--- src/rtl/makestuff_ram_fifo.sv ---
// makestuff_ram_fifo
// Single-clock FIFO. Bulk storage lives in a synchronous-read RAM
// (makestuff_ram_sc). A 2-entry registered output buffer hides the RAM's
// one-cycle read latency, so the FIFO can move one word per cycle.
//
// Ports (makestuff_ram_fifo):
//   clk_in      clock, all state on the rising edge
//   rstn_in     asynchronous active-low reset
//   iData_in    write-side data
//   iValid_in   write-side valid
//   iReady_out  write-side ready (registered); push = iValid_in & iReady_out
//   oData_out   read-side data (head of the output buffer)
//   oValid_out  read-side valid
//   oReady_in   read-side ready; pop = oValid_out & oReady_in
//   depth_out   total words held (RAM + in-flight read + output buffer)
//
// Ports (makestuff_ram_sc):
//   clk_in      clock
//   wrEnable_in write strobe
//   wrAddr_in   write address
//   wrData_in   write data
//   rdAddr_in   read address, sampled every edge
//   rdData_out  registered read data, one cycle after rdAddr_in

module makestuff_ram_sc #(
  parameter int ADDR_NBITS = 5,
  parameter int DATA_NBITS = 16
) (
  input  logic                  clk_in,
  input  logic                  wrEnable_in,
  input  logic [ADDR_NBITS-1:0] wrAddr_in,
  input  logic [DATA_NBITS-1:0] wrData_in,
  input  logic [ADDR_NBITS-1:0] rdAddr_in,
  output logic [DATA_NBITS-1:0] rdData_out
);

  logic [DATA_NBITS-1:0] mem [0:(2**ADDR_NBITS)-1];

  always_ff @(posedge clk_in) begin
    if (wrEnable_in) begin
      mem[wrAddr_in] <= wrData_in;
    end
    rdData_out <= mem[rdAddr_in];
  end

endmodule

module makestuff_ram_fifo #(
  parameter int ADDR_NBITS = 5,
  parameter int DATA_NBITS = 16
) (
  input  logic                  clk_in,
  input  logic                  rstn_in,
  input  logic [DATA_NBITS-1:0] iData_in,
  input  logic                  iValid_in,
  output logic                  iReady_out,
  output logic [DATA_NBITS-1:0] oData_out,
  output logic                  oValid_out,
  input  logic                  oReady_in,
  output logic [ADDR_NBITS+1:0] depth_out
);

  localparam int DEPTH = 2**ADDR_NBITS;
  localparam logic [ADDR_NBITS:0] RAM_FULL = (ADDR_NBITS+1)'(DEPTH);

  logic [ADDR_NBITS-1:0] wrPtr;
  logic [ADDR_NBITS-1:0] rdPtr;
  logic [ADDR_NBITS:0]   ramCount;
  logic                  rdPending;
  logic [1:0]            bufCount;
  logic [DATA_NBITS-1:0] buf0;
  logic [DATA_NBITS-1:0] buf1;
  logic                  iReady;

  logic [DATA_NBITS-1:0] rdData;
  logic                  push;
  logic                  pop;
  logic                  issue;
  logic                  land;
  logic [2:0]            bufClaimed;
  logic [1:0]            tailIdx;
  logic [ADDR_NBITS:0]   ramCount_next;

  makestuff_ram_sc #(
    .ADDR_NBITS(ADDR_NBITS),
    .DATA_NBITS(DATA_NBITS)
  ) u_ram (
    .clk_in     (clk_in),
    .wrEnable_in(push),
    .wrAddr_in  (wrPtr),
    .wrData_in  (iData_in),
    .rdAddr_in  (rdPtr),
    .rdData_out (rdData)
  );

  assign push = iValid_in & iReady;
  assign pop  = oValid_out & oReady_in;
  assign land = rdPending;

  // Buffer slots already spoken for (held words plus the read in flight),
  // less the slot freed by this cycle's pop. An issue is allowed only if a
  // slot will still be free when its data lands next cycle. ramCount only
  // includes words committed on earlier edges, so an issue can never target
  // the address being written this cycle.
  assign bufClaimed = {1'b0, bufCount} + {2'b00, rdPending} - {2'b00, pop};
  assign issue      = (ramCount != '0) && (bufClaimed < 3'd2);

  // Where a landing word goes: after this cycle's pop the queue shrinks first.
  assign tailIdx = bufCount - {1'b0, pop};

  assign ramCount_next = ramCount + (ADDR_NBITS+1)'(push) - (ADDR_NBITS+1)'(issue);

  always_ff @(posedge clk_in or negedge rstn_in) begin
    if (!rstn_in) begin
      wrPtr     <= '0;
      rdPtr     <= '0;
      ramCount  <= '0;
      rdPending <= 1'b0;
      bufCount  <= '0;
      buf0      <= '0;
      buf1      <= '0;
      iReady    <= 1'b0;
    end else begin
      if (push) begin
        wrPtr <= wrPtr + 1'b1;
      end
      if (issue) begin
        rdPtr <= rdPtr + 1'b1;
      end
      ramCount  <= ramCount_next;
      rdPending <= issue;
      iReady    <= (ramCount_next < RAM_FULL);

      // Pop shifts the head out; a landing word then goes to the tail.
      // When both hit slot 0 the landing word wins, which is correct since
      // the queue held a single word that is leaving.
      if (pop) begin
        buf0 <= buf1;
      end
      if (land) begin
        if (tailIdx == 2'd0) begin
          buf0 <= rdData;
        end else begin
          buf1 <= rdData;
        end
      end
      bufCount <= bufCount + {1'b0, land} - {1'b0, pop};
    end
  end

  assign iReady_out = iReady;
  assign oValid_out = (bufCount != 2'd0);
  assign oData_out  = buf0;
  assign depth_out  = (ADDR_NBITS+2)'(ramCount) + (ADDR_NBITS+2)'(rdPending)
                    + (ADDR_NBITS+2)'(bufCount);

endmodule

--- config.mk ---
export PLATFORM = sky130hd
export DESIGN_NAME = makestuff_ram_fifo
export DESIGN_NICKNAME = d
export VERILOG_FILES = /design/src/rtl/makestuff_ram_fifo.sv
export SDC_FILE = /design/constraint.sdc
export NUM_CORES = 1
export LEC_CHECK = 0
export CAP_MARGIN = 20
export CORE_MARGIN = 2
export CORE_UTILIZATION = 40
export DETAILED_ROUTE_END_ITERATION = 6
export GPL_TIMING_DRIVEN = 0
export SKIP_CTS_REPAIR_TIMING = 1
export SLEW_MARGIN = 20
export SYNTH_ARGS = -nofsm -noshare
export SYNTH_HDL_FRONTEND = slang
export SYNTH_SLANG_ARGS = --single-unit
--- constraint.sdc ---
create_clock -name clk_in -period 4.15 [get_ports clk_in]
set_input_delay 0.83 -clock clk_in [delete_from_list [all_inputs] [get_ports clk_in]]
set_output_delay 0.83 -clock clk_in [all_outputs]
set_load 0.02 [all_outputs]
# Word level (Yosys, flattened, before mapping)
# Memory sizes are Yosys's and may differ from the RTL's. A register that Yosys moved wholly into a read port is not among the register bits.
# Index checks and enable logic that the tools add are counted.
[totals] reg_bits=52 latch_bits=0 ram_bits=512 romBits=0 input_bits=20 output_inout_bits=25 word_cells=35 memories=1
[op_classes] n_addsub=11 mul=0 div=0 n_lt_le_gt_ge=2 n_eq_ne=0 n_shift=0 mux=5 bitwise_logic=3 reduce_logical=5
[mem_list] name="u_ram.mem" words=32 width=16 read_ports=1 rd_clocked_by_memory_dff=1 wr=1 line_no="37" rtl="logic [DATA_NBITS-1:0] mem [0:(2**ADDR_NBITS)-1];"
[op_table] op="16-bit 2-to-1 mux" n=3
[op_table] op="5-bit by 1-bit adder with 5-bit output (second input constant)" n=2
[op_table] op="6-bit by 1-bit adder with 7-bit output" n=1
[op_table] op="7-bit by 2-bit adder with 7-bit output" n=1
[op_table] op="6-bit by 1-bit adder with 6-bit output" n=1
[op_table] op="6-bit less-than comparator (second input constant)" n=1
[op_table] op="6-bit nonzero test" n=1
[op_table] op="6-bit by 1-bit subtractor with 6-bit output" n=1
[op_table] op="2-bit by 1-bit subtractor with 2-bit output" n=2
[op_table] op="2-bit by 1-bit adder with 3-bit output" n=1
[op_table] op="3-bit by 2-bit less-than comparator with 1-bit output (second input constant)" n=1
[op_table] op="3-bit by 1-bit subtractor with 3-bit output" n=1
[op_table] op="2-bit by 1-bit adder with 2-bit output" n=1
[op_table] op="1-bit bitwise AND" n=2
[op_table] op="2-bit logical NOT" n=1
[op_table] op="1-bit 2-to-1 mux" n=2
[op_table] op="2-bit AND reduction" n=1
[op_table] op="2-bit nonzero test" n=1
[op_table] op="1-bit logical AND" n=1
[op_table] op="1-bit inverter" n=1

# Depth between registers and ports, before layout
[logic_depth] ltp_word=7 ltp_mapped=19 ltp_nobuf=17

# Modules after synthesis
# Synthesis repeated with hierarchy kept, for this count alone.
[unflattened] cells_unflattened=1357 area_unflattened_um2=23112.2
[modules_own_cells] mod="makestuff_ram_sc" n_inst=1 cells_per_inst=1143 area_each_um2=20535.9 seq_area_each_um2=15695.1
[modules_own_cells] mod="makestuff_ram_fifo" n_inst=1 cells_per_inst=214 area_each_um2=2576.2 seq_area_each_um2=1301.2

# Worst setup path before layout
# Ideal clock, no wire load.
[synth_timing] path_kind="register to register" startpoint="reg bufCount[1]" endpoint="reg iReady (netlist: iReady_out)" setup_time_ns=0.131 t_arrival_ns=4.104 required_time_ns=4.019 slack_ns=-0.085 stages_incl_launch_ff=18 synth_period_minus_slack_ns=4.235 path_cell_list="dfrtp_1 -> or2_2 -> clkbuf_1 -> nand2_2 -> buf_4 -> xnor2_1 -> ha_1 -> inv_1 -> fa_1 -> xor2_1 -> a311oi_2 -> ha_1 -> inv_1 -> ha_1 -> a21o_1 -> a21oi_1 -> nor4b_1 -> or3_1"
[synth_between] elab_chain_len=7 word_cells_on_any_way=8 cone_classes="3 x add/sub; 2 x order compare; 1 x bitwise; 2 x reduce/logical"
[synth_rtl] item="start, declared" line_no="70" rtl="logic [1:0] bufCount;"
[synth_rtl] item="start signal, assigned" line_no="147" rtl="bufCount <= bufCount + {1'b0, land} - {1'b0, pop};"
[synth_rtl] item="2-bit nonzero test" line_no="152" rtl="assign oValid_out = (bufCount != 2'd0);"
[synth_rtl] item="named net oValid_out" line_no="58" rtl="output logic oValid_out,"
[synth_rtl] item="1-bit bitwise AND" line_no="97" rtl="assign pop = oValid_out & oReady_in;"
[synth_rtl] item="3-bit by 1-bit subtractor with 3-bit output" line_no="105" rtl="assign bufClaimed = {1'b0, bufCount} + {2'b00, rdPending} - {2'b00, pop};"
[synth_rtl] item="3-bit by 2-bit less-than comparator with 1-bit output" line_no="106" rtl="assign issue = (ramCount != '0) && (bufClaimed < 3'd2);"
[synth_rtl] item="1-bit logical AND" line_no="106"
[synth_rtl] item="named net issue" line_no="78" rtl="logic issue;"
[synth_rtl] item="6-bit by 1-bit subtractor with 6-bit output" line_no="111" rtl="assign ramCount_next = ramCount + (ADDR_NBITS+1)'(push) - (ADDR_NBITS+1)'(issue);"
[synth_rtl] item="6-bit less-than comparator" line_no="132" rtl="iReady <= (ramCount_next < RAM_FULL);"
[synth_rtl] item="end signal, assigned" line_no="132"
[synth_rtl] item="end, declared" line_no="73" rtl="logic iReady;"
# The timed path passes the listed nets, and every way through them passes these cells.
# A chain may end at the register's enable or synchronous reset.

# Worst setup path in the final report
[layout_timing] startpoint="reg bufCount[0]" endpoint="reg ramCount[4]"
[layout_between] elab_chain_len=6 word_cells_on_any_way=7 cone_classes="3 x add/sub; 1 x order compare; 1 x bitwise; 2 x reduce/logical"
[layout_rtl] item="branches (longest 2 deep; another with 2-bit by 1-bit adder with 3-bit output)"
[layout_rtl] item="3-bit by 1-bit subtractor with 3-bit output (*)" line_no="105"
[layout_rtl] item="3-bit by 2-bit less-than comparator with 1-bit output (*)" line_no="106"
[layout_rtl] item="1-bit logical AND (*)" line_no="106"
[layout_rtl] item="named net issue" line_no="78"
[layout_rtl] item="6-bit by 1-bit subtractor with 6-bit output (*)" line_no="111"
[layout_rtl] item="named net ramCount_next[4]" line_no="82" rtl="logic [ADDR_NBITS:0] ramCount_next;"
[layout_rtl] item="end signal, assigned" line_no="130" rtl="ramCount <= ramCount_next;"
[layout_rtl] item="end, declared" line_no="68" rtl="logic [ADDR_NBITS:0] ramCount;"
# Mark *: on every way through the listed nets, which the timed path passes.

==> run_results.csv <==
group,metric,value,unit
logic_synthesis,synth_xor_area_share,0.6199,%
flow_run,cap_violations,0,
global_routing,grt_pass1_vias,10960,
logic_synthesis,synth_mux_area_share,14.27,%
logic_synthesis,syn_area,0.02261,mm^2
floorplanning,die_x,241.7,um
setup_path,critPathMaxFanout,10,
global_routing,grt_overflow,0,
sta,slew_headroom,29.59,%
sta,fin_setup_tns,0,ns
logic_synthesis,yosysSeqAreaShare,75.19,%
place,place_ws,-0.9124,ns
power,powerDensity,685.0,mW/mm^2
sta,fin_skew,0.02219,ns
detailed_routing,drc_errors,0,
detailed_routing,drtAntennaViolNets,0,
place,hpwl,32.81,mm
setup_path,crit_required,4.69,ns
logic_synthesis,synth-edff-count,512,
power,ir_worst_vdd,0.0003847,V
floorplanning,die_area,0.05843,mm^2
place,place_inst,1954,
finish,finalNonFillerCells,2073,
detailed_routing,drt_iter0_markers,952,
setup_path,critPathCaptureType,"register",
power,seqPwrFrac,39.7,%
logic_synthesis,synth_flop_cell,"edfxtp_1",
min_path,min_path_type,"in -> async",
sta,fin_crit,3.892,ns
global_routing,antenna_found_initial,2,
logic_synthesis,synthesis.nets,1164,
power,p_int,12.43,mW
setup_path,startpoint_type,"register",
floorplanning,die_h,241.7,um
sta,tightest_slew,1.050,ns
setup_path,critPathArrivalTime,4.44,ns
logic_synthesis,ys_top_cells_by_area,"edfxtp_1 68%, mux4_2 7.7%, dfrtp_1 5.8%",
sta,hold_viol,0,
clocking,clk_latency,0.62,ns
sta,finalMaxSlewViolations,0,
clocking,cts_tree,"yes",
logic_synthesis,synth_top_area_share,68.01,%
logic_synthesis,ys_warn_count,0,
power,switchingPower,5.645,mW
place,io_buffers,44,
logic_synthesis,synth_compound_area_share,4.378,%
sta,finalSetupViolCount,0,
detailed_routing,drt_pass1_iterations,5,
clocking,numCtsBuffers,57,
detailed_routing,routedWlPerCell,24.13,um
detailed_routing,wirelength,50.02,mm
detailed_routing,vias,11070,
logic_synthesis,yosys.area_share.adder,1.351,%
finish,syn2layout_area_growth,16.70,%
setup_path,critPathKind,"reg -> reg",
logic_synthesis,synth_cell_types,49,
power,leakage,8.921,nW
clocking,cts_sinks,580,
sta,max_freq,0.2570,GHz
clocking,cts_htree_levels,2,
logic_synthesis,async_flop_share,8.966,%
logic_synthesis,ys_ff_latch,580,
finish,fin_nets,1310,
run_status,status,"finished clean",
power,swShare,31.24,%
logic_synthesis,syn_avg_cell_area,20.15,um^2
logic_synthesis,synthSimpleGateAreaFrac,1.799,%
finish,drive_gt1_share,23.31,%
power,p_clk_share,28.0,%
logic_synthesis,synthCells,1122,
logic_synthesis,yosysTopAreaCell,"edfxtp_1",
logic_synthesis,synth_top_family_by_area,"multiplexers",
place,gp_congestion,0.7674,
floorplanning,core,0.05617,mm^2
global_routing,grtUsageTotal,17.10,%
floorplanning,start_util,40.25,%
power,p_comb_share,32.3,%
detailed_routing,viasPerCell,5.340,
floorplanning,ios,45,
sta,min_period_over_period,93.78,%
floorplanning,rows,87,
clocking,cts-root-buf,"clkbuf_16",
global_routing,grt_start_max_net_pins,53,
sta,finalWorstSetupSlack,0.2583,ns
global_routing,grt_pass1_wl,73.11,mm
clocking,clockBufferDepth,3,
clocking,clk_pin_slew,0.06,ns
finish,diodes,0,
## registers in the layout, indices dropped and copies added (netlist names)
register and count:
buf1 16, bufCount 2, iReady_out 1, land 1, oData_out 16, ramCount 6, rdPtr 5, u_ram.mem 512
u_ram.rdData_out 16, wrPtr 5
## through the flow
stage | util (%) | hold slack, ns | area (um^2) | power, mW
floorplan | - | 0.4206 | 22620 | 11.06
global placement | 42.73 | 0.4393 | 24000 | 12.95
detailed placement | 43.53 | 0.4410 | 24450 | 13.11
CTS | 46.82 | 0.2637 | 26300 | 18.18
global route | 46.97 | 0.3031 | 26380 | 18.88
finish | 46.97 | 0.2542 | 26380 | 18.07
## final timing paths
kind                                      from      endpoint  slack, ns  depth (start not counted)
setup / recovery                   bufCount[0]   ramCount[4]       0.26                         19
hold / removal                         rstn_in  oData_out[8]       0.25                          1
setup reg to reg                   bufCount[0]   ramCount[4]       0.26                         19
hold reg to reg            u_ram.rdData_out[7]  oData_out[7]       0.44                          2
max in group asynchronous              rstn_in   bufCount[1]       3.37                          1
min in group clk_in        u_ram.rdData_out[7]  oData_out[7]       0.44                          2
## logic make-up (layout without fill, tap and decap cells)
family / count (synthesis) / after routing
AO/OA/AOI/OAI: 141 / 141
XOR/XNOR: 16 / 16
adder cells (fa/ha/maj): 22 / 22
buffers and inverters: 80 / 275
flip-flops: 580 / 580
multiplexers: 193 / 193
AND/OR/NAND/NOR: 90 / 90
## cell type report
type	count	area, um^2
sequential	580	17000
tap	756	945.9
multi-input combinational	462	5167
inverter	20	75.07
clock inverter	27	225.2
fill	4715	29790
clock buffer	81	1619
timing repair buffer	87	872.1
buffer	60	479.2
## synthesized netlist by cell type (3+ instances only)
library cell      n
dlymetal6s2s_1    3
buf_2             9
inv_1            20
mux4_2           77
o21ai_0          19
edfxtp_1        512
o22ai_1          16
nand2_1          27
a21oi_1          18
mux4_1           19
xnor2_1          11
nand3b_1          3
nand4_1           3
xor2_1            5
mux2i_1          80
a211oi_1         31
nor2_1           38
a22oi_1          18
clkbuf_1         17
dfrtp_1          52
mux2_2           17
buf_6            16
nor2b_1           4
a22o_1           15
dfxtp_1          16
dlygate4sd1_1     5
ha_1             18
o221ai_1         16
fa_1              4
buf_4             5
## worst max-delay path, stage by stage, from the launching register on
cell,delay (ns)
dfrtp_1,0.40
or2_2,0.29
clkbuf_1,0.13
nand2_4,0.14
buf_12,0.16
xnor2_1,0.12
ha_1,0.16
inv_1,0.05
fa_1,0.40
xor2_1,0.20
a311oi_4,0.31
ha_1,0.29
inv_1,0.06
ha_1,0.16
inv_1,0.06
fa_1,0.44
inv_1,0.07
a21oi_1,0.06
o21bai_1,0.16
xor2_1,0.15
## power groups by stage
| stage | clock, mW | sequential, mW | combinational (mW) |
|---|---|---|---|
| final | 5.07 | 7.17 | 5.83 |
| after global routing | 5.40 | 7.22 | 6.26 |
| after CTS | 5.18 | 7.19 | 5.81 |
| after detailed placement | 0 | 7.31 | 5.80 |
| after global placement | 0 | 7.30 | 5.65 |
| after floorplan | 0 | 7.32 | 3.74 |
## routing by layer
layer  global-route usage (%)  vias up  share of wire, %
met5                        0        -                 0
met4                    6.590        0               3.1
met3                    2.675       71               5.6
met2                    26.99      332                47
met1                    24.05     5783                44
li1                         -     4883                 -
## cells in the final DEF (no fill, tap or decap), types with 5 or more instances in the layout
| master | instances |
|---|---|
| a211oi_1 | 31 |
| a21oi_1 | 17 |
| a22o_1 | 15 |
| a22oi_1 | 18 |
| buf_2 | 25 |
| buf_4 | 16 |
| buf_6 | 29 |
| buf_8 | 19 |
| clkbuf_1 | 33 |
| clkbuf_16 | 59 |
| clkbuf_8 | 6 |
| clkdlybuf4s50_1 | 27 |
| clkinv_1 | 13 |
| clkinv_2 | 8 |
| dfrtp_1 | 51 |
| dfxtp_1 | 16 |
| dlygate4sd1_1 | 5 |
| edfxtp_1 | 512 |
| ha_1 | 18 |
| inv_1 | 20 |
| mux2_2 | 17 |
| mux2i_1 | 80 |
| mux4_1 | 19 |
| mux4_2 | 77 |
| nand2_1 | 27 |
| nor2_1 | 6 |
| nor2_2 | 32 |
| o21ai_0 | 19 |
| o221ai_1 | 16 |
| o22ai_1 | 16 |
| xnor2_1 | 11 |
| xor2_1 | 5 |
Note: power is estimated with default switching activity, not from simulation.
